`src/rtl/idct_block_writer_pkg.sv`:
```
// ---------------------------------------------------------------------------
// idct_block_writer_pkg
//   Shared definitions for the IDCT block write-back path: the block-writer
//   state enum, DPRAM / SRAM layout constants (result region offset, row
//   length, Y/U/V plane bases) and the SRAM word-address helper that maps a
//   block position plus word index onto the raster-ordered plane.
// ---------------------------------------------------------------------------
package idct_block_writer_pkg;

    // DPRAM word address of IDCT result element 0.
    localparam logic [8:0]  DPRAM_RESULT_OFFSET = 9'd192;

    // Words per image row (320 pixels, two pixels per 16-bit word).
    localparam logic [15:0] ROW_LENGTH = 16'd160;

    // Plane base word addresses in SRAM.
    localparam logic [17:0] Y_OFFSET = 18'd0;
    localparam logic [17:0] U_OFFSET = 18'd38400;
    localparam logic [17:0] V_OFFSET = 18'd57600;

    // Block grid of one plane.
    localparam logic [5:0]  NUM_BLOCK_COLS = 6'd40;
    localparam logic [4:0]  NUM_BLOCK_ROWS = 5'd30;

    typedef enum logic [2:0] {
        S_BW_IDLE,
        S_BW_LEAD,
        S_BW_EVEN,
        S_BW_ODD,
        S_BW_DONE
    } state_block_writer;

    // Word k of a block (k = 0..31) covers pixel row k>>2, word column k&3.
    // All arithmetic is carried out at the full 18-bit SRAM address width.
    function automatic logic [17:0] block_word_addr(
        input logic [17:0] base,
        input logic [15:0] row_words,
        input logic [4:0]  block_row,
        input logic [5:0]  block_col,
        input logic [4:0]  k
    );
        logic [17:0] line;
        logic [17:0] col_word;
        line     = {10'd0, block_row, 3'd0} + {15'd0, k[4:2]};
        col_word = {10'd0, block_col, 2'd0} + {16'd0, k[1:0]};
        return base + line * {2'd0, row_words} + col_word;
    endfunction

endpackage

```
`src/rtl/idct_block_writer_if.sv`:
```
// ---------------------------------------------------------------------------
// idct_block_writer_if
//   Bundles the block writer's request handshake, DPRAM read port and SRAM
//   write port.
//   Modports:
//     slave  - the block writer itself
//     master - the requester / memory side (IDCT control, DPRAM, SRAM)
//   Signals:
//     start, block_col[5:0], block_row[4:0]   request
//     busy, done                              status
//     DPRAM_read_address[8:0], DPRAM_read_data[31:0]
//     SRAM_address[17:0], SRAM_write_data[15:0], SRAM_we_n
//     checksum[15:0]                          only with BLOCK_WRITER_CHECKSUM_EN
// ---------------------------------------------------------------------------
interface idct_block_writer_if;

    logic        start;
    logic [5:0]  block_col;
    logic [4:0]  block_row;
    logic        busy;
    logic        done;
    logic [8:0]  DPRAM_read_address;
    logic [31:0] DPRAM_read_data;
    logic [17:0] SRAM_address;
    logic [15:0] SRAM_write_data;
    logic        SRAM_we_n;

`ifdef BLOCK_WRITER_CHECKSUM_EN
    logic [15:0] checksum;

    modport slave (
        input  start, block_col, block_row, DPRAM_read_data,
        output busy, done, DPRAM_read_address,
               SRAM_address, SRAM_write_data, SRAM_we_n, checksum
    );

    modport master (
        output start, block_col, block_row, DPRAM_read_data,
        input  busy, done, DPRAM_read_address,
               SRAM_address, SRAM_write_data, SRAM_we_n, checksum
    );
`else
    modport slave (
        input  start, block_col, block_row, DPRAM_read_data,
        output busy, done, DPRAM_read_address,
               SRAM_address, SRAM_write_data, SRAM_we_n
    );

    modport master (
        output start, block_col, block_row, DPRAM_read_data,
        input  busy, done, DPRAM_read_address,
               SRAM_address, SRAM_write_data, SRAM_we_n
    );
`endif

endinterface

```
`src/rtl/idct_block_writer_clipper.sv`:
```
// ---------------------------------------------------------------------------
// idct_block_writer_clipper
//   Saturates a signed 16-bit IDCT result (integer part of the 32-bit
//   fixed-point value) to an unsigned 8-bit pixel.
//   Ports:
//     value  in  16  signed integer part
//     pixel  out  8  0 if negative, 255 if above 255, else value[7:0]
// ---------------------------------------------------------------------------
module idct_block_writer_clipper (
    input  logic [15:0] value,
    output logic [7:0]  pixel
);

    always_comb begin
        if (value[15]) begin
            pixel = 8'd0;
        end else if (value[14:8] != 7'd0) begin
            pixel = 8'd255;
        end else begin
            pixel = value[7:0];
        end
    end

endmodule

```
`src/rtl/idct_block_writer.sv`:
```
// ---------------------------------------------------------------------------
// idct_block_writer
//   Write-back end of the IDCT block path. Reads the 64 results of one 8x8
//   block from the DPRAM result region, clips each to 8 bits, packs pixel
//   pairs {even, odd} into 16-bit words and writes the 32 words of the block
//   into the SRAM plane at the block's raster position.
//   Ports:
//     Clock_50   in  system clock
//     Resetn     in  asynchronous active-low reset
//     bw         idct_block_writer_if.slave (request, status, DPRAM read
//                port, SRAM write port)
//   Build option:
//     BLOCK_WRITER_CHECKSUM_EN - adds bw.checksum, the mod-2^16 sum of all
//     words written for the last accepted block.
// ---------------------------------------------------------------------------
module idct_block_writer
    import idct_block_writer_pkg::*;
#(
    parameter logic [17:0] SRAM_BASE     = Y_OFFSET,
    parameter logic [15:0] ROW_WORDS     = ROW_LENGTH,
    parameter logic [8:0]  RESULT_OFFSET = DPRAM_RESULT_OFFSET,
    parameter logic [5:0]  BLOCK_COLS    = NUM_BLOCK_COLS,
    parameter logic [4:0]  BLOCK_ROWS    = NUM_BLOCK_ROWS
) (
    input logic              Clock_50,
    input logic              Resetn,
    idct_block_writer_if.slave bw
);

    localparam logic [8:0] RESULT_LAST = RESULT_OFFSET + 9'd63;

    state_block_writer state, state_next;

    logic [5:0] col_q;
    logic [4:0] row_q;
    logic [4:0] word_idx;
    logic [7:0] even_px;
    logic [7:0] clip_px;
    logic [8:0] rd_addr;
    logic [8:0] rd_addr_next;
    logic       start_ok;

    assign start_ok = bw.start && (bw.block_col < BLOCK_COLS) && (bw.block_row < BLOCK_ROWS);

    // The read address runs one element ahead of the data; it saturates at
    // the last result so the port never leaves the result region.
    assign rd_addr_next = (rd_addr == RESULT_LAST) ? rd_addr : rd_addr + 9'd1;

    assign bw.DPRAM_read_address = rd_addr;

    idct_block_writer_clipper u_clipper (
        .value (bw.DPRAM_read_data[31:16]),
        .pixel (clip_px)
    );

    // NOTE: sequential state uses non-blocking assignments so every register
    // samples the pre-edge value of every other register.
    always_ff @(posedge Clock_50 or negedge Resetn) begin
        if (!Resetn) begin
            state <= S_BW_IDLE;
        end else begin
            state <= state_next;
        end
    end

    always_ff @(posedge Clock_50 or negedge Resetn) begin
        if (!Resetn) begin
            col_q    <= 6'd0;
            row_q    <= 5'd0;
            word_idx <= 5'd0;
            even_px  <= 8'd0;
            rd_addr  <= RESULT_OFFSET;
        end else begin
            case (state)
                S_BW_IDLE: begin
                    if (start_ok) begin
                        col_q    <= bw.block_col;
                        row_q    <= bw.block_row;
                        word_idx <= 5'd0;
                        rd_addr  <= RESULT_OFFSET;
                    end
                end
                S_BW_LEAD: begin
                    rd_addr <= rd_addr_next;
                end
                S_BW_EVEN: begin
                    even_px <= clip_px;
                    rd_addr <= rd_addr_next;
                end
                S_BW_ODD: begin
                    word_idx <= word_idx + 5'd1;
                    rd_addr  <= rd_addr_next;
                end
                S_BW_DONE: begin
                    rd_addr <= RESULT_OFFSET;
                end
                default: begin
                    rd_addr <= RESULT_OFFSET;
                end
            endcase
        end
    end

    // SRAM strobe, data and address are decoded from the state so that an
    // asynchronous reset releases we_n in the same instant it clears state.
    always_comb begin
        // NOTE: every output gets a default first, so no path through the
        // case leaves a signal unassigned and no latch is inferred.
        state_next         = state;
        bw.busy            = 1'b0;
        bw.done            = 1'b0;
        bw.SRAM_we_n       = 1'b1;
        bw.SRAM_address    = 18'd0;
        bw.SRAM_write_data = 16'd0;

        case (state)
            S_BW_IDLE: begin
                // An out-of-range request is rejected straight to DONE.
                if (bw.start) begin
                    state_next = start_ok ? S_BW_LEAD : S_BW_DONE;
                end
            end
            S_BW_LEAD: begin
                bw.busy    = 1'b1;
                state_next = S_BW_EVEN;
            end
            S_BW_EVEN: begin
                bw.busy    = 1'b1;
                state_next = S_BW_ODD;
            end
            S_BW_ODD: begin
                bw.busy            = 1'b1;
                bw.SRAM_we_n       = 1'b0;
                bw.SRAM_write_data = {even_px, clip_px};
                bw.SRAM_address    = block_word_addr(SRAM_BASE, ROW_WORDS, row_q, col_q, word_idx);
                state_next         = (word_idx == 5'd31) ? S_BW_DONE : S_BW_EVEN;
            end
            S_BW_DONE: begin
                bw.done    = 1'b1;
                state_next = S_BW_IDLE;
            end
            default: begin
                state_next = S_BW_IDLE;
            end
        endcase
    end

`ifdef BLOCK_WRITER_CHECKSUM_EN
    logic [15:0] checksum_q;

    // Cleared only by an accepted start, so a rejected request leaves the
    // previous block's sum visible.
    always_ff @(posedge Clock_50 or negedge Resetn) begin
        if (!Resetn) begin
            checksum_q <= 16'd0;
        end else if (state == S_BW_IDLE && start_ok) begin
            checksum_q <= 16'd0;
        end else if (state == S_BW_ODD) begin
            checksum_q <= checksum_q + bw.SRAM_write_data;
        end
    end

    assign bw.checksum = checksum_q;
`endif

endmodule

```
`src/flat_wrapper.sv`:
```
// flat-port wrapper written by rule: the top's interface ports become plain ports
module idct_block_writer_flat import idct_block_writer_pkg::*;
#(
    parameter logic [17:0] SRAM_BASE     = Y_OFFSET,
    parameter logic [15:0] ROW_WORDS     = ROW_LENGTH,
    parameter logic [8:0]  RESULT_OFFSET = DPRAM_RESULT_OFFSET,
    parameter logic [5:0]  BLOCK_COLS    = NUM_BLOCK_COLS,
    parameter logic [4:0]  BLOCK_ROWS    = NUM_BLOCK_ROWS
)
  (Clock_50, Resetn, bw_start, bw_block_col, bw_block_row, bw_DPRAM_read_data, bw_busy, bw_done, bw_DPRAM_read_address, bw_SRAM_address, bw_SRAM_write_data, bw_SRAM_we_n);
  idct_block_writer_if bw_i ();
  input logic Clock_50;
  input logic Resetn;
  input wire logic [$bits(bw_i.start)-1:0] bw_start;
  input wire logic [$bits(bw_i.block_col)-1:0] bw_block_col;
  input wire logic [$bits(bw_i.block_row)-1:0] bw_block_row;
  input wire logic [$bits(bw_i.DPRAM_read_data)-1:0] bw_DPRAM_read_data;
  output wire logic [$bits(bw_i.busy)-1:0] bw_busy;
  output wire logic [$bits(bw_i.done)-1:0] bw_done;
  output wire logic [$bits(bw_i.DPRAM_read_address)-1:0] bw_DPRAM_read_address;
  output wire logic [$bits(bw_i.SRAM_address)-1:0] bw_SRAM_address;
  output wire logic [$bits(bw_i.SRAM_write_data)-1:0] bw_SRAM_write_data;
  output wire logic [$bits(bw_i.SRAM_we_n)-1:0] bw_SRAM_we_n;
  assign bw_i.start = bw_start;
  assign bw_i.block_col = bw_block_col;
  assign bw_i.block_row = bw_block_row;
  assign bw_i.DPRAM_read_data = bw_DPRAM_read_data;
  assign bw_busy = bw_i.busy;
  assign bw_done = bw_i.done;
  assign bw_DPRAM_read_address = bw_i.DPRAM_read_address;
  assign bw_SRAM_address = bw_i.SRAM_address;
  assign bw_SRAM_write_data = bw_i.SRAM_write_data;
  assign bw_SRAM_we_n = bw_i.SRAM_we_n;
  idct_block_writer #(.SRAM_BASE(SRAM_BASE), .ROW_WORDS(ROW_WORDS), .RESULT_OFFSET(RESULT_OFFSET), .BLOCK_COLS(BLOCK_COLS), .BLOCK_ROWS(BLOCK_ROWS)) u_core (.Clock_50(Clock_50), .Resetn(Resetn), .bw(bw_i));
endmodule
```
`config.mk`:
```
export PLATFORM = sky130hd
export DESIGN_NAME = idct_block_writer_flat
export DESIGN_NICKNAME = d
export VERILOG_FILES = /design/src/rtl/idct_block_writer_pkg.sv /design/src/rtl/idct_block_writer_if.sv /design/src/rtl/idct_block_writer_clipper.sv /design/src/rtl/idct_block_writer.sv /design/src/flat_wrapper.sv
export SDC_FILE = /design/constraint.sdc
export NUM_CORES = 1
export LEC_CHECK = 0
export ABC_AREA = 1
export ABC_CLOCK_PERIOD_IN_PS = 2400
export BUFFER_PORTS_ARGS = -buffer_cell sky130_fd_sc_hd__buf_2
export CORE_AREA = 2 2 75 77
export CTS_CLUSTER_SIZE = 10
export DETAILED_ROUTE_END_ITERATION = 10
export DIE_AREA = 0 0 77 79
export PLACE_DENSITY = 0.8
export SLEW_MARGIN = 20
export SYNTH_ARGS = -nofsm -noshare
export SYNTH_HDL_FRONTEND = slang
export SYNTH_SLANG_ARGS = --single-unit
```
`constraint.sdc`:
```
create_clock -name Clock_50 -period 2.4 [get_ports Clock_50]
set_input_delay 0.12 -clock Clock_50 [delete_from_list [all_inputs] [get_ports Clock_50]]
set_output_delay 0.12 -clock Clock_50 [all_outputs]
set_load 0.01 [all_outputs]
```
Yosys cells after proc, flatten, opt, wreduce, memory -nomap -nowiden
Index checks and enable logic that the tools add are counted.
Operators by class
  mux-type cells: 16
  equal/unequal tests: 9
  reductions and logical operators: 9
  shift-type cells: 0
  divide/modulo/power cells: 0
  bitwise logic cells: 0
  magnitude comparators: 2
  add/sub/neg operators: 5
  multiply operators: 1
Operator list (count)
  18-bit adder: 1
  18-bit by 3-bit multiplier with 13-bit output (second input constant): 1
  18-bit two-way mux: 1
  9-bit two-way mux: 2
  9-bit one-hot mux with 2 select lines: 1
  16-bit two-way mux: 1
  8-bit two-way mux: 2
  3-bit one-hot mux with 4 select lines: 1
  5-bit one-hot mux with 2 select lines: 1
  8-bit by 2-bit adder with 9-bit output: 1
  8-bit by 3-bit adder with 9-bit output: 1
  9-bit by 1-bit adder with 9-bit output (second input constant): 1
  9-bit by 8-bit equality test with 1-bit output (second input constant): 1
  3-bit two-way mux: 3
  7-bit nonzero test: 1
  3-bit by 2-bit equality test with 1-bit output (second input constant): 2
  6-bit less-than comparator (second input constant): 1
  2-bit AND reduction: 3
  5-bit by 1-bit adder with 5-bit output (second input constant): 1
  5-bit equality test (second input constant): 1
  5-bit less-than comparator (second input constant): 1
  5-bit two-way mux: 1
  2-bit != test (second input constant): 2
  3-bit by 1-bit equality test with 1-bit output (second input constant): 1
  7 further kinds: 10
Storage, ports and cells
  bits in latches: 0
  memory bits (read-only): 0
  bits in writable memories: 0
  input port bits: 46
  word-level logic and storage cells: 48
  register bits: 36
  memories: 0
  output and inout port bits: 46

Depth between registers and ports, before layout
  word-level depth: 6
  gate-level depth with buffers: 12
  mapped depth without buffers: 12

Modules after synthesis
A second synthesis with hierarchy kept.
Second synthesis, totals
  cell total of the unflattened synthesis: 354
  area total of the unflattened synthesis: 2611.3 µm²
By module, submodules not included
  idct_block_writer: cells an instance 330, times used 1, area each 2503.7 µm²
  idct_block_writer_clipper: cells an instance 24, times used 1, area each 107.6 µm²

Worst setup path before layout
Ideal clock, no wire load.
  kind: reg-to-output
  start: reg u_core.word_idx[3]
  end: out bw_SRAM_address[14]
  slack: 0.082 ns
  stages on the path, launching flop included: 12
  arrival: 2.198 ns
  path through: dfrtp_1 -> ha_1 -> ha_1 -> fa_1 -> nand2_1 -> nor2_1 -> nand2_1 -> a21oi_2 -> nand3_1 -> nor2_2 -> nand2_1 -> o21ai_1
On the way
  word-level cells in the longest chain between the ends: 4
Ends and longest elaborated chain
  from (decl): RTL line idct_block_writer.sv:36  | logic [4:0] word_idx;
  from (signal assigned): RTL line idct_block_writer.sv:91  | word_idx <= word_idx + 5'd1;
  8-bit by 3-bit adder with 9-bit output: RTL line idct_block_writer_pkg.sv:44  | line = {10'd0, block_row, 3'd0} + {15'd0, k[4:2]};
  18-bit by 3-bit multiplier with 13-bit output: RTL line idct_block_writer_pkg.sv:46  | return base + line * {2'd0, row_words} + col_word;
  18-bit adder: RTL line idct_block_writer_pkg.sv:46
  18-bit two-way mux: RTL line idct_block_writer.sv:116  | case (state)
  to (decl): RTL line flat_wrapper.sv:21  | output wire logic [$bits(bw_i.SRAM_address)-1:0] bw_SRAM_address;
No other way between the ends.

Final worst setup path
Ends and elaborated chain as after synthesis.

==> results.ini <==
[outcome]
outcome=finished with violations
violations=negative setup slack

[final_layout]
area_delta_synth_final_pct=27.78
core_utilization_of_the_finished_layout_pct=60.81
fill_cells=492
post_route_cells_drive_above_1_share_pct=33.09
num_antenna_cells=0
layout.nets=483
finalInstanceArea_mm2=0.003246

[critical_path]
r2r-end=u_core.bw.DPRAM_read_address[5]
cp_data_arrival_time_ns=2.62
critPathRequiredTime_ns=2.28
crit-reg2reg-launch=u_core.bw.DPRAM_read_address[0]
setup.worst_path.start=u_core.word_idx[3]
crit_path_end=bw_SRAM_address[14]
critPathKind=register to output pin
worst_path_max_delay_cell=sky130_fd_sc_hd__fa_2
r2r_setup_slack_ns=0.33
end_kind=output pin
path_max_fanout=3
count_of_cells_along_the_worst_register_to_register_path=11
cp_slowest_stage_delay_ns=0.57
timing.critical_path.cells=ha_4 -> ha_4 -> fa_2 -> nand2_2 -> nor2_2 -> nand2_2 -> a21oi_2 -> nand3_2 -> nor2_2 -> nand2_1 -> o21ai_1 -> buf_2
crit_path_start_kind=register

[yosys]
yosys.cell_types.count=36
average_cell_area_after_synthesis_um2=7.627
fraction_of_the_yosys_area_taken_by_sequential_cells_pct=35.57
synthesis.instances=333
top_cell_type_by_total_area_after_synthesis=sky130_fd_sc_hd__dfrtp_1
synth-seq-cells=36
syn_area_mm2=0.002540
netlist_top_cells_area=sky130_fd_sc_hd__dfrtp_1, sky130_fd_sc_hd__nand2_1, sky130_fd_sc_hd__ha_1, sky130_fd_sc_hd__o21ai_0, sky130_fd_sc_hd__nor2_1
yosys_warnings=0
post-synth-top-area-fraction_pct=33.50

[timing]
final.setup.tns_ns=-1.223
drv_slew=0
fmax_ghz=0.3650
setup_slack_ns=-0.3395
max_slew.worst_pin.slew_ns=0.7854
layout_worst_path_cycle_share_pct=114.1
skew_ns=0.005836
final-setup-viol-count=5
slew_headroom_pct=47.64
hold_violations=0
grt_setup_unrepaired=yes
final.min_clock_period_ns=2.739

[cts]
cts_tree=yes
insertion_delay_ns=0.29
cts-buffers-inserted=5
cts_htree_levels=2
clkTransAtPathRegs_ns=0.07
numClockSinks=36
cts_root_buf=sky130_fd_sc_hd__clkbuf_8
clock_path_buffers=2

[power_and_ir_drop]
ir_worst_vdd_mv=0.6610
leakage_power_uw=0.001725
power.density_cell_area_mw_per_mm2=1446
power.total_uw=4694

[grt]
largest_net_degree_at_the_start_of_global_routing=37
busiest_layer=met2
grt_pass1_vias=2210
global_route.usage.total_pct=18.15
grt_antenna_before_repair=0
met1_usage_pct=19.91
grt.overflow.total=0
grt_util_met2_pct=35.35
gr-usage-met3_pct=3.636
grt_first_pass_wirelength_um=9080

[routing]
routed_wire_length_per_instance_um=11.48
drtPass1Iterations=5
iteration_0_drc_count_of_the_detailed_router=68
final_wl_um=5614
post-route-drc-count=0
detailroute.via_count=2417
post_drt_via_cell_ratio=4.943
final_antenna_net_count=0

[placement]
dpl_cell_area_mm2=0.002984
detailedPlace.worstSlack_ns=-0.02405
place.port_buffers=73
routabilityCongestion=0.8460
post-dp-hpwl_um=4059

[min_path]
holdCritPathClass=primary input to register
min_from=bw_block_col[1]

[die]
core_area_mm2=0.005338
die_h_um=79
placement_rows=27
die_area_mm2=0.006083
initial_core_utilization_pct=47.59
design.portCount=92
die-width_um=77

[flow_run]
cap_violations=0

where the power goes:
group	switching, µW	internal [µW]	total (µW)	leakage, µW
sequential	231	903	1130	0.000441
clock	212	366	579	0.0000645
combinational	1780	1200	2980	0.00122
total	2220	2470	4690	0.00172
what timing repair did:
action,4_1_cts,5_1_grt
gates resized for setup,5,15
setup buffers,0,3
hold endpoints to repair,34,0
hold buffers,1,0
pin swaps,2,12
setup endpoints to repair,6,6
routing by layer:
layer	share of wire, %	up-vias
met5	0	-
met4	1.2	0
met3	5.0	8
met2	52	64
met1	41	1106
li1	-	1239
layout make-up:
cell class	instances	area [µm²]	area share, %
multi-input combinational	247	1513	46.61
sequential	36	904.6	27.87
timing repair buffer	85	457.9	14.11
inverter	41	153.9	4.742
clock buffer	7	96.34	2.968
tap	72	90.09	2.776
clock inverter	1	30.03	0.9252
worst max-delay path, delay by kind of cell, from the launching register on:
family,cells,cell delay (ns)
adders and majority gates,3,1.00
DFF,1,0.41
and+or+nand+nor,6,0.54
buffers and inverters,1,0.14
AOI/OAI and AO/OA,2,0.24
state kept, by name (all words and copies together), names as in the netlist:
name                          flops
u_core.state                      3
u_core.word_idx                   5
u_core.row_q                      5
u_core.even_px                    8
u_core.col_q                      6
u_core.bw.DPRAM_read_address      9
synthesized netlist by cell type (all sizes together):
cell type	n
and3	1
o21ai	33
clkbuf	1
xor2	5
nand2	89
xnor2	2
buf	9
nor3	6
nor2	40
fa	2
conb	1
a31o	1
nand4	2
nor4	1
inv	41
o31ai	8
nand3b	2
a21oi	11
dfrtp	34
ha	19
nand3	22
a31oi	1
dfstp	2
cells by family (layout without fill, tap and decap cells):
| family | count (synthesis) | count (layout) | synth area share (%) |
|---|---|---|---|
| xor+xnor | 7 | 7 | 2.414 |
| other cells | 1 | 2 | 0.1476 |
| simple gates | 163 | 163 | 29.11 |
| fa+ha+maj | 21 | 21 | 10.94 |
| compound gates | 54 | 54 | 12.81 |
| flops | 36 | 36 | 35.57 |
| buf+inv | 51 | 134 | 9.014 |
metrics by stage:
| stage | instances | hold WS (ns) |
|---|---|---|
| floorplan | 334 | -0.1756 |
| global placement | 477 | 0.2386 |
| finish | 489 | 0.03812 |
| global route | 489 | 0.06059 |
| CTS | 486 | 0.03775 |
| detailed placement | 477 | 0.2499 |
how the worst min path moves through the flow:
stage                                       to  slack [ns]  cells past startpoint
2_1_floorplan  u_core.bw.DPRAM_read_address[0]       -0.18                      0
3_3_place_gp   u_core.bw.DPRAM_read_address[5]        0.24                      1
3_5_place_dp   u_core.bw.DPRAM_read_address[5]        0.25                      1
4_1_cts                        u_core.col_q[1]        0.04                      3
5_1_grt                        u_core.col_q[1]        0.06                      3
6_report                       u_core.col_q[1]        0.04                      3
placed cells by master (no fill, tap or decap), types with 3 or more instances in the layout:
cell / Yosys / layout
sky130_fd_sc_hd__inv_2: 5 / 5
sky130_fd_sc_hd__a21oi_1: 9 / 8
sky130_fd_sc_hd__ha_4: 0 / 4
sky130_fd_sc_hd__clkbuf_8: 0 / 7
sky130_fd_sc_hd__nor2_1: 37 / 36
sky130_fd_sc_hd__o31ai_1: 5 / 5
sky130_fd_sc_hd__buf_2: 3 / 73
sky130_fd_sc_hd__ha_1: 19 / 14
sky130_fd_sc_hd__inv_1: 36 / 36
sky130_fd_sc_hd__o21ai_0: 29 / 29
sky130_fd_sc_hd__nor2_2: 2 / 3
sky130_fd_sc_hd__nand3_1: 18 / 14
sky130_fd_sc_hd__dfrtp_1: 34 / 33
sky130_fd_sc_hd__buf_4: 3 / 11
sky130_fd_sc_hd__o31ai_2: 3 / 3
sky130_fd_sc_hd__nand2_1: 85 / 82
sky130_fd_sc_hd__nand3_2: 4 / 8
sky130_fd_sc_hd__nand2_2: 2 / 5
sky130_fd_sc_hd__xor2_1: 5 / 5
sky130_fd_sc_hd__a21oi_2: 2 / 3
sky130_fd_sc_hd__nor3_1: 4 / 3
No activity file was read; power rests on OpenSTA's default activity.
